### src/rtl/htf_pkg.sv
// Shared definitions for the host-to-fabric pipe-in block: FSM state
// encoding, default parameter values and the occupancy width helper.
// Optional feature macro used by the top: HTF_REARM_EN.
package htf_pkg;

  localparam int unsigned HTF_DATA_W_DEF        = 16;
  localparam int unsigned HTF_DEPTH_DEF         = 256;
  localparam int unsigned HTF_BURST_LEN_DEF     = 256;
  localparam int unsigned HTF_SETTLE_CYCLES_DEF = 100;

  typedef enum logic [1:0] {
    ST_SETTLE = 2'd0,
    ST_LOAD   = 2'd1,
    ST_DRAIN  = 2'd2,
    ST_DONE   = 2'd3
  } htf_state_e;

  // Occupancy must represent 0..DEPTH inclusive.
  function automatic int unsigned htf_level_w(input int unsigned depth);
    return $clog2(depth) + 1;
  endfunction

endpackage

### src/rtl/htf_sync_fifo.sv
// Single-clock first-word-fall-through FIFO. Read data is the word at the
// head pointer, combinationally. Reset clears pointers only; memory keeps
// stale contents, which are unreachable once the pointers are cleared.
module htf_sync_fifo
  import htf_pkg::*;
#(
  parameter int unsigned DATA_W = HTF_DATA_W_DEF,
  parameter int unsigned DEPTH  = HTF_DEPTH_DEF
) (
  input  logic                          clk_i,
  input  logic                          rst_i,
  input  logic                          push_i,
  input  logic [DATA_W-1:0]             wr_data_i,
  input  logic                          pop_i,
  output logic [DATA_W-1:0]             rd_data_o,
  output logic [htf_level_w(DEPTH)-1:0] level_o,
  output logic                          full_o,
  output logic                          empty_o
);

  localparam int unsigned AW = $clog2(DEPTH);
  localparam int unsigned LW = htf_level_w(DEPTH);

  logic [DATA_W-1:0] mem_q [DEPTH];
  logic [AW:0]       wr_cnt_q, wr_cnt_d;
  logic [AW:0]       rd_cnt_q, rd_cnt_d;
  logic              do_push, do_pop;

  assign level_o   = LW'(wr_cnt_q - rd_cnt_q);
  assign full_o    = (level_o == LW'(DEPTH));
  assign empty_o   = (level_o == '0);
  assign rd_data_o = mem_q[rd_cnt_q[AW-1:0]];

  // Guard against overflow/underflow regardless of caller behaviour.
  always_comb begin
    do_push  = push_i && !full_o;
    do_pop   = pop_i && !empty_o;
    wr_cnt_d = wr_cnt_q;
    rd_cnt_d = rd_cnt_q;
    if (do_push) wr_cnt_d = wr_cnt_q + 1'b1;
    if (do_pop)  rd_cnt_d = rd_cnt_q + 1'b1;
  end

  // Storage write; not reset.
  always_ff @(posedge clk_i) begin
    if (do_push) mem_q[wr_cnt_q[AW-1:0]] <= wr_data_i;
  end

  // Read/write counters; the extra MSB distinguishes full from empty.
  always_ff @(posedge clk_i or posedge rst_i) begin
    if (rst_i) begin
      wr_cnt_q <= '0;
      rd_cnt_q <= '0;
    end else begin
      wr_cnt_q <= wr_cnt_d;
      rd_cnt_q <= rd_cnt_d;
    end
  end

endmodule

### src/rtl/host_to_fabric_fifo.sv
// Host-to-fabric pipe-in: settle, accept one host burst, drain it to the
// fabric over valid/ready, then signal done.
// HTF_REARM_EN: when defined, DONE holds for SETTLE_CYCLES then re-arms
// into LOAD for another burst; otherwise DONE is terminal until reset.
module host_to_fabric_fifo
  import htf_pkg::*;
#(
  parameter int unsigned DATA_W        = HTF_DATA_W_DEF,
  parameter int unsigned DEPTH         = HTF_DEPTH_DEF,
  parameter int unsigned BURST_LEN     = HTF_BURST_LEN_DEF,
  parameter int unsigned SETTLE_CYCLES = HTF_SETTLE_CYCLES_DEF
) (
  input  logic                          write_clk,
  input  logic                          reset,
  input  logic                          ep_write,
  input  logic [DATA_W-1:0]             ep_data,
  output logic                          ep_ready,
  output logic                          fab_valid,
  output logic [DATA_W-1:0]             fab_data,
  input  logic                          fab_ready,
  output logic [htf_level_w(DEPTH)-1:0] level,
  output logic                          done,
  output logic                          drop_err
);

  localparam int unsigned LW = htf_level_w(DEPTH);
  localparam int unsigned CW = $clog2(SETTLE_CYCLES + 1);
  localparam int unsigned BW = $clog2(BURST_LEN + 1);

  htf_state_e        state_q, state_d;
  logic [CW-1:0]     cnt_q, cnt_d;
  logic [BW-1:0]     burst_q, burst_d;
  logic              drop_q, drop_d;
  logic              push, pop;
  logic              fifo_full, fifo_empty;
  logic [DATA_W-1:0] fifo_rd_data;

  htf_sync_fifo #(
    .DATA_W (DATA_W),
    .DEPTH  (DEPTH)
  ) u_fifo (
    .clk_i     (write_clk),
    .rst_i     (reset),
    .push_i    (push),
    .wr_data_i (ep_data),
    .pop_i     (pop),
    .rd_data_o (fifo_rd_data),
    .level_o   (level),
    .full_o    (fifo_full),
    .empty_o   (fifo_empty)
  );

  // Output decodes depend on state and occupancy only.
  always_comb begin
    ep_ready  = (state_q == ST_LOAD) && !fifo_full;
    fab_valid = (state_q == ST_DRAIN) && !fifo_empty;
    done      = (state_q == ST_DONE);
    fab_data  = fab_valid ? fifo_rd_data : '0;
    push      = ep_write && ep_ready;
    pop       = fab_valid && fab_ready;
    drop_err  = drop_q;
  end

  // Next-state logic for sequencing, settle counter and burst counter.
  always_comb begin
    state_d = state_q;
    cnt_d   = cnt_q;
    burst_d = burst_q;
    drop_d  = drop_q | (ep_write & ~ep_ready);
    case (state_q)
      ST_SETTLE: begin
        if (cnt_q == CW'(SETTLE_CYCLES - 1)) begin
          cnt_d   = '0;
          state_d = ST_LOAD;
        end else begin
          cnt_d = cnt_q + 1'b1;
        end
      end
      ST_LOAD: begin
        if (push) begin
          if (burst_q == BW'(BURST_LEN - 1)) begin
            burst_d = '0;
            state_d = ST_DRAIN;
          end else begin
            burst_d = burst_q + 1'b1;
          end
        end
      end
      ST_DRAIN: begin
        if (pop && (level == LW'(1))) state_d = ST_DONE;
      end
      ST_DONE: begin
`ifdef HTF_REARM_EN
        // Settle counter is reused to time the done hold before re-arming.
        if (cnt_q == CW'(SETTLE_CYCLES - 1)) begin
          cnt_d   = '0;
          state_d = ST_LOAD;
        end else begin
          cnt_d = cnt_q + 1'b1;
        end
`else
        state_d = ST_DONE;
`endif
      end
      default: state_d = ST_SETTLE;
    endcase
  end

  // State, counters and sticky drop flag.
  always_ff @(posedge write_clk or posedge reset) begin
    if (reset) begin
      state_q <= ST_SETTLE;
      cnt_q   <= '0;
      burst_q <= '0;
      drop_q  <= 1'b0;
    end else begin
      state_q <= state_d;
      cnt_q   <= cnt_d;
      burst_q <= burst_d;
      drop_q  <= drop_d;
    end
  end

endmodule

### config.mk
export PLATFORM = sky130hd
export DESIGN_NAME = host_to_fabric_fifo
export DESIGN_NICKNAME = d
export VERILOG_FILES = /design/src/rtl/htf_pkg.sv /design/src/rtl/htf_sync_fifo.sv /design/src/rtl/host_to_fabric_fifo.sv
export SDC_FILE = /design/constraint.sdc
export NUM_CORES = 2
export LEC_CHECK = 0
export ABC_AREA = 1
export CORE_MARGIN = 2
export CORE_UTILIZATION = 46
export DETAILED_ROUTE_END_ITERATION = 6
export SYNTH_ARGS = -nofsm -noshare
export SYNTH_HDL_FRONTEND = slang
export SYNTH_SLANG_ARGS = --single-unit
### constraint.sdc
create_clock -name write_clk -period 4.3 [get_ports write_clk]
set_input_delay 1.29 -clock write_clk [delete_from_list [all_inputs] [get_ports write_clk]]
set_output_delay 1.29 -clock write_clk [all_outputs]
set_load 0.005 [all_outputs]
; Yosys cells after proc, flatten, opt, wreduce, memory -nomap -nowiden
; Memory sizes are Yosys's and may differ from the RTL's.
; Cells that the tools add are included.
[totals]
word_cells = 49
ram_bits = 4096
out_inout_bits = 29
ff_bits = 37
memories = 1
[classes]
mux = 10
addsub = 5
n_reduce_logical = 13
eq_ne = 11
n_bitwise = 3
[mem_list]
columns = memory, depth, width, rd, rd_ports_with_merged_regs, wr, line_no
row1 = u_fifo.mem_q, 256, 16, 1, 0, 1, htf_sync_fifo.sv:24  ; logic [DATA_W-1:0] mem_q [DEPTH];
[op_table]
columns = op, count
row1 = $add 9x1->9 const B, 3
row2 = $mux 16, 1
row3 = $eq 9x1->1 const B, 1
row4 = $eq 9x8->1 const B, 1
row5 = $eq 9x9->1 const B, 1
row6 = $logic_not 9->1, 1
row7 = $mux 9, 1
row8 = $sub 9x9->9, 1
row9 = $mux 2, 4
row10 = $pmux 2 s4, 1
row11 = $add 7x1->7 const B, 1
row12 = $eq 7x7->1 const B, 1
row13 = $logic_and 1x1->1, 7
row14 = $mux 7, 1
row15 = $ne 2x1->1 const B, 3
row16 = $eq 2x2->1 const B, 2
row17 = $reduce_and 4->1, 1
row18 = $eq 2x1->1 const B, 1
row19 = $logic_not 1->1, 2
row20 = $logic_not 2->1, 1
row21 = $mux 1, 2
row22 = $ne 2x2->1 const B, 1
row23 = $reduce_and 2->1, 1
row24 = $and 1x1->1, 1
row25 = other kinds (2), 2

; Logic depth before layout (Yosys ltp)
[logic_depth]
word_depth = 8
depth_mapped = 19
depth_no_buf = 17

; Cells and area by module
; From an unflattened synthesis, not the netlist that was laid out.
[hier_totals]
hier_cells = 14184
hier_area_um2 = 167388.0
[by_module_without_submodules]
columns = module, cells_each, n_inst, area_per_inst_um2, seq_area_each_um2
row1 = htf_sync_fifo, 14003, 1, 166183.1, 123448.4
row2 = host_to_fabric_fifo, 181, 1, 1204.9, 475.5

; Least setup slack after synthesis
; Ideal clock, no wire load.
[synth_path]
path_kind = register to register
startpoint = register u_fifo.rd_cnt_q[3]
endpoint = memory u_fifo.mem_q[127][0] in the netlist's numbering (enable)
t_required_ns = 3.870
stages_incl_launch_ff = 15
arrival_time_ns = 4.039
setup_time_ns = 0.430
period_less_slack_ns = 4.470
slack_ns = -0.170
path_buffers = 4
path_cell_list = dfrtp_1 > buf_2 > inv_2 > clkbuf_1 > clkbuf_1 > ha_1 > or2_1 > nand3_1 > nand2_1 > nand2_1 > nand2_1 > nand4_2 > nand3_4 > buf_2 > nor4_1
[synth_between]
elab_chain_cells = 8
[synth_lines]
columns = element, line_no
row1 = "start, declared", htf_sync_fifo.sv:26  ; logic [AW:0] rd_cnt_q, rd_cnt_d;
row2 = "start signal, assigned", htf_sync_fifo.sv:56  ; rd_cnt_q <= rd_cnt_d;
row3 = $sub 9x9->9 *, htf_sync_fifo.sv:29  ; assign level_o = LW'(wr_cnt_q - rd_cnt_q);
row4 = named net level[8], host_to_fabric_fifo.sv:21  ; output logic [htf_level_w(DEPTH)-1:0] level,
row5 = $eq 9x9->1 *, htf_sync_fifo.sv:30  ; assign full_o = (level_o == LW'(DEPTH));
row6 = $logic_not 1->1 *, "htf_sync_fifo.sv:36, host_to_fabric_fifo.sv:55"
row7 = $logic_and 1x1->1, host_to_fabric_fifo.sv:55  ; ep_ready = (state_q == ST_LOAD) && !fifo_full;
row8 = $logic_and 1x1->1, host_to_fabric_fifo.sv:59  ; push = ep_write && ep_ready;
row9 = $logic_and 1x1->1 *, htf_sync_fifo.sv:36  ; do_push = push_i && !full_o;
row10 = $mux 1 *, htf_sync_fifo.sv:46  ; if (do_push) mem_q[wr_cnt_q[AW-1:0]] <= wr_data_i;
row11 = $mux 1 (not written as such) *, htf_sync_fifo.sv:46
row12 = "end, declared", htf_sync_fifo.sv:24
; Mark *: on every way through the listed nets, which the timed path passes. The rest lies on a longest branch.

; Final worst setup path
[layout_path]
startpoint = register u_fifo.rd_cnt_q[1]
endpoint = output fab_data[14]
[layout_between]
elab_chain_cells = 5
elab_cells_between_ends = 6
cone_classes = add/sub (1) / mux (1) / reduce/logical (3) / memory (1)
[layout_lines]
columns = element, line_no
row1 = $sub 9x9->9, htf_sync_fifo.sv:29
row2 = $logic_not 9->1, htf_sync_fifo.sv:31  ; assign empty_o = (level_o == '0);
row3 = $logic_not 1->1, host_to_fabric_fifo.sv:56  ; fab_valid = (state_q == ST_DRAIN) && !fifo_empty;
row4 = $logic_and 1x1->1, host_to_fabric_fifo.sv:56
row5 = $mux 16 *, host_to_fabric_fifo.sv:58  ; fab_data = fab_valid ? fifo_rd_data : '0;
row6 = "end, declared", host_to_fabric_fifo.sv:19  ; output logic [DATA_W-1:0] fab_data,
; Every way passes the cells marked *; elsewhere a longest branch is shown, timed or not.

==> impl_metrics.tcl <==
set metrics [dict create \
    final_core_util_pct 56.0 \
    crit_arrival_ps 4250 \
    cts_buffers 423 \
    place_inst 18800 \
    synth_edf_count 4096 \
    fmaxAchievable_ghz 0.181 \
    drv_cap 0 \
    powerDensity_nw_per_um2 670 \
    viasPerCell 5.80 \
    drt_iter0_drc 15000 \
    worst_slack_ps -1240 \
    yosysSeqAreaShare_pct 74.7 \
    async_flop_share_pct 0.895 \
    synthTopCellsByCount "4384 x nand2_1, 4096 x edfxtp_1, 2660 x nand3_1, 522 x nor2_1, 489 x a21oi_1" \
    setup.worst_path.start_class "register" \
    cts_tree "done" \
    wl_per_cell_um 26.8 \
    crit_fanout 20 \
    ys.warnings.count 0 \
    min_period_ps 5540 \
    grt_overflow_total 0 \
    clk_latency_ps 1010 \
    worstMarginPinSlew_ps 1220 \
    synth_top_family_by_area "simple AND/OR/NAND/NOR gates" \
    port_buffers 48 \
    syn_inst 13600 \
    rsz0062_at_grt "true" \
    syn-num-nets 13700 \
    die_area_um2 366000 \
    cts_hold_buf 0 \
    drc 2 \
    clk_pin_slew_ps 70 \
    dr.pass1.iters 7 \
    synth.cell_area_um2 166000 \
    hold_viol_final 0 \
    synth.area.top_cells "edfxtp_1 74%, nand2_1 9.9%, nand3_1 8.0%" \
    synthMuxAreaShare_pct 0 \
    wl_um 529000 \
    start_util_pct 46.2 \
    final_layout_size_suffix_gt1_share_pct 17.7 \
    cts_max_level 5 \
    end_kind "output pin" \
    grt_pass1_vias 107000 \
    hp-class "reg -> reg" \
    fin_worst_hold_slack_ps 463 \
    finalSetupViolCount 21 \
    area_growth_pct 21.3 \
    dpl.hpwl_um 316000 \
    fin_skew_ps 85.5 \
    grt_max_degree 87 \
    nets 14600 \
    drtAntennaViolNets 0 \
    finalNonFillerCells 19700 \
    cp.required_ps 3010 \
    ys_ff_latch 4133 \
    ios 49 \
    outcome "finished, violations left" \
    cts_buffer_depth 4 \
    slew_viol_final 0 \
    post-synth-top-count-cell "nand2_1" \
    synth_adder_area_share_pct 0.125 \
    maxSlewHeadroom_pct 18.7 \
    yosys.area_share.xor_xnor_pct 0.121 \
    p_leak_uw 0.0725 \
    ys_types 45 \
    violations "DRC, setup timing" \
    grt_use_total_pct 28.3 \
    synth_compound_gate_area_share_pct 2.93 \
    antenna_found_initial 13 \
    synth_top_cell_area_share_pct 74.1 \
    gp_routability_congestion 0.901 \
    fp.coreArea_um2 359000 \
    path_class "reg -> out" \
    grt_pass1_wl_um 756000 \
    dieHeight_um 605 \
    synthSimpleGateAreaFrac_pct 19.5 \
    clock-root-buffer "clkbuf_16" \
    synth_top_cell_by_area "edfxtp_1" \
    core.rowCount 220 \
    ir_worst_vdd_v 0.000420 \
    vias 114000 \
    p_total_uw 135000 \
    clock-sinks 4133 \
    ys.flop_type "edfxtp_1" \
    fin_tns_setup_ps -18270 \
    die_x_um 605 \
    min_period_over_period_pct 129 \
    avgSynthCellArea_um2 12.2 \
]
path summary, 6_finish.rpt:
| path | from | endpoint | slack (ps) | depth (start not counted) |
|---|---|---|---|---|
| worst max-delay path | u_fifo.rd_cnt_q[1] | fab_data[14] | -1240 | 15 |
| worst min-delay path | drop_err | drop_err | 460 | 1 |
| worst max register to register | u_fifo.rd_cnt_q[1] | u_fifo.mem_q[41][6] | 190 | 21 |
| worst min register to register | drop_err | drop_err | 460 | 1 |
| max in group asynchronous | reset | u_fifo.rd_cnt_q[2] | 2780 | 2 |
| min in group asynchronous | reset | drop_err | 810 | 2 |
report_power, final:
| part | total, uW | switching (uW) | internal, uW |
|---|---|---|---|
| Combinational | 54700 | 35100 | 19600 |
| Sequential | 44400 | 75.1 | 44300 |
| Clock | 35700 | 15500 | 20300 |
repair_timing:
item,CTS,global route
setup endpoints to repair,26,36
resized for setup,818,284
pin swaps,170,151
buffers inserted,121,23
cloned,44,5
endpoints found under the hold margin,0,0
layout by cell type (no fill, tap or decap), drive strengths merged, types with 6 or more instances in the layout:
| master | count |
|---|---|
| nand2 | 4391 |
| edfxtp | 4096 |
| nand3 | 2667 |
| buf | 1356 |
| clkbuf | 529 |
| nor2 | 526 |
| a21oi | 490 |
| clkinv | 210 |
| o221ai | 104 |
| inv | 104 |
| a22o | 67 |
| o21ai | 56 |
| o211ai | 48 |
| dfrtp | 37 |
| or2 | 36 |
| nor3 | 33 |
| bufinv | 29 |
| bufbuf | 25 |
| xor2 | 19 |
| ha | 15 |
| a22oi | 15 |
| a31oi | 13 |
| clkinvlp | 12 |
| nand4 | 10 |
| diode | 9 |
| clkdlybuf4s50 | 6 |
flip-flops by register name, summed over array words and instances (netlist names):
name / cells
u_fifo.mem_q: 4096
u_fifo.rd_cnt_q: 9
state_q: 2
cnt_q: 7
u_fifo.wr_cnt_q: 9
drop_err: 1
burst_q: 9
per-layer routing:
metal  part of all wire (%)  vias up  track usage, %
met2                     46     5860            44.1
met5                      0        -               0
met4                    3.6        0            9.81
met1                     40    57000            40.5
li1                       -    50500               -
met3                     10      863            4.71
area by class of cell:
cell class	instances	area [um^2]
Timing Repair inverter	1	11.3
Inverter	98	467
Clock inverter	256	2070
Timing Repair Buffer	1399	16400
Fill cell	28900	158000
Tap cell	4773	5970
Clock buffer	522	11300
Multi-Input combinational cell	8510	41100
Antenna cell	9	22.5
Sequential cell	4133	124000
worst max-delay path: stages, from the launching register on:
cell     delay [ps]
dfrtp_4         600
buf_8           180
buf_12          150
buf_16          170
buf_16          170
nand3_1          90
nand2_1          80
a21oi_2         140
nor2_2           50
nand2_1          60
nand4_1         460
a21oi_4         410
nor2_4           50
nor2_4          320
buf_6           160
buf_6            80
cells by family after synthesis:
logic type	Yosys count
compound gates	803
flops	4133
buf+inv	981
fa+ha+maj	16
xor+xnor	22
simple gates	7669
through the flow:
stage               worst slack (ps)  area (um^2)
global route                   -1220       201000
CTS                            -1150       200000
detailed placement             -1570       181000
finish                         -1240       201000
floorplan                        285       166000
global placement               -1610       181000
Note: power is estimated with default switching activity, not from simulation.
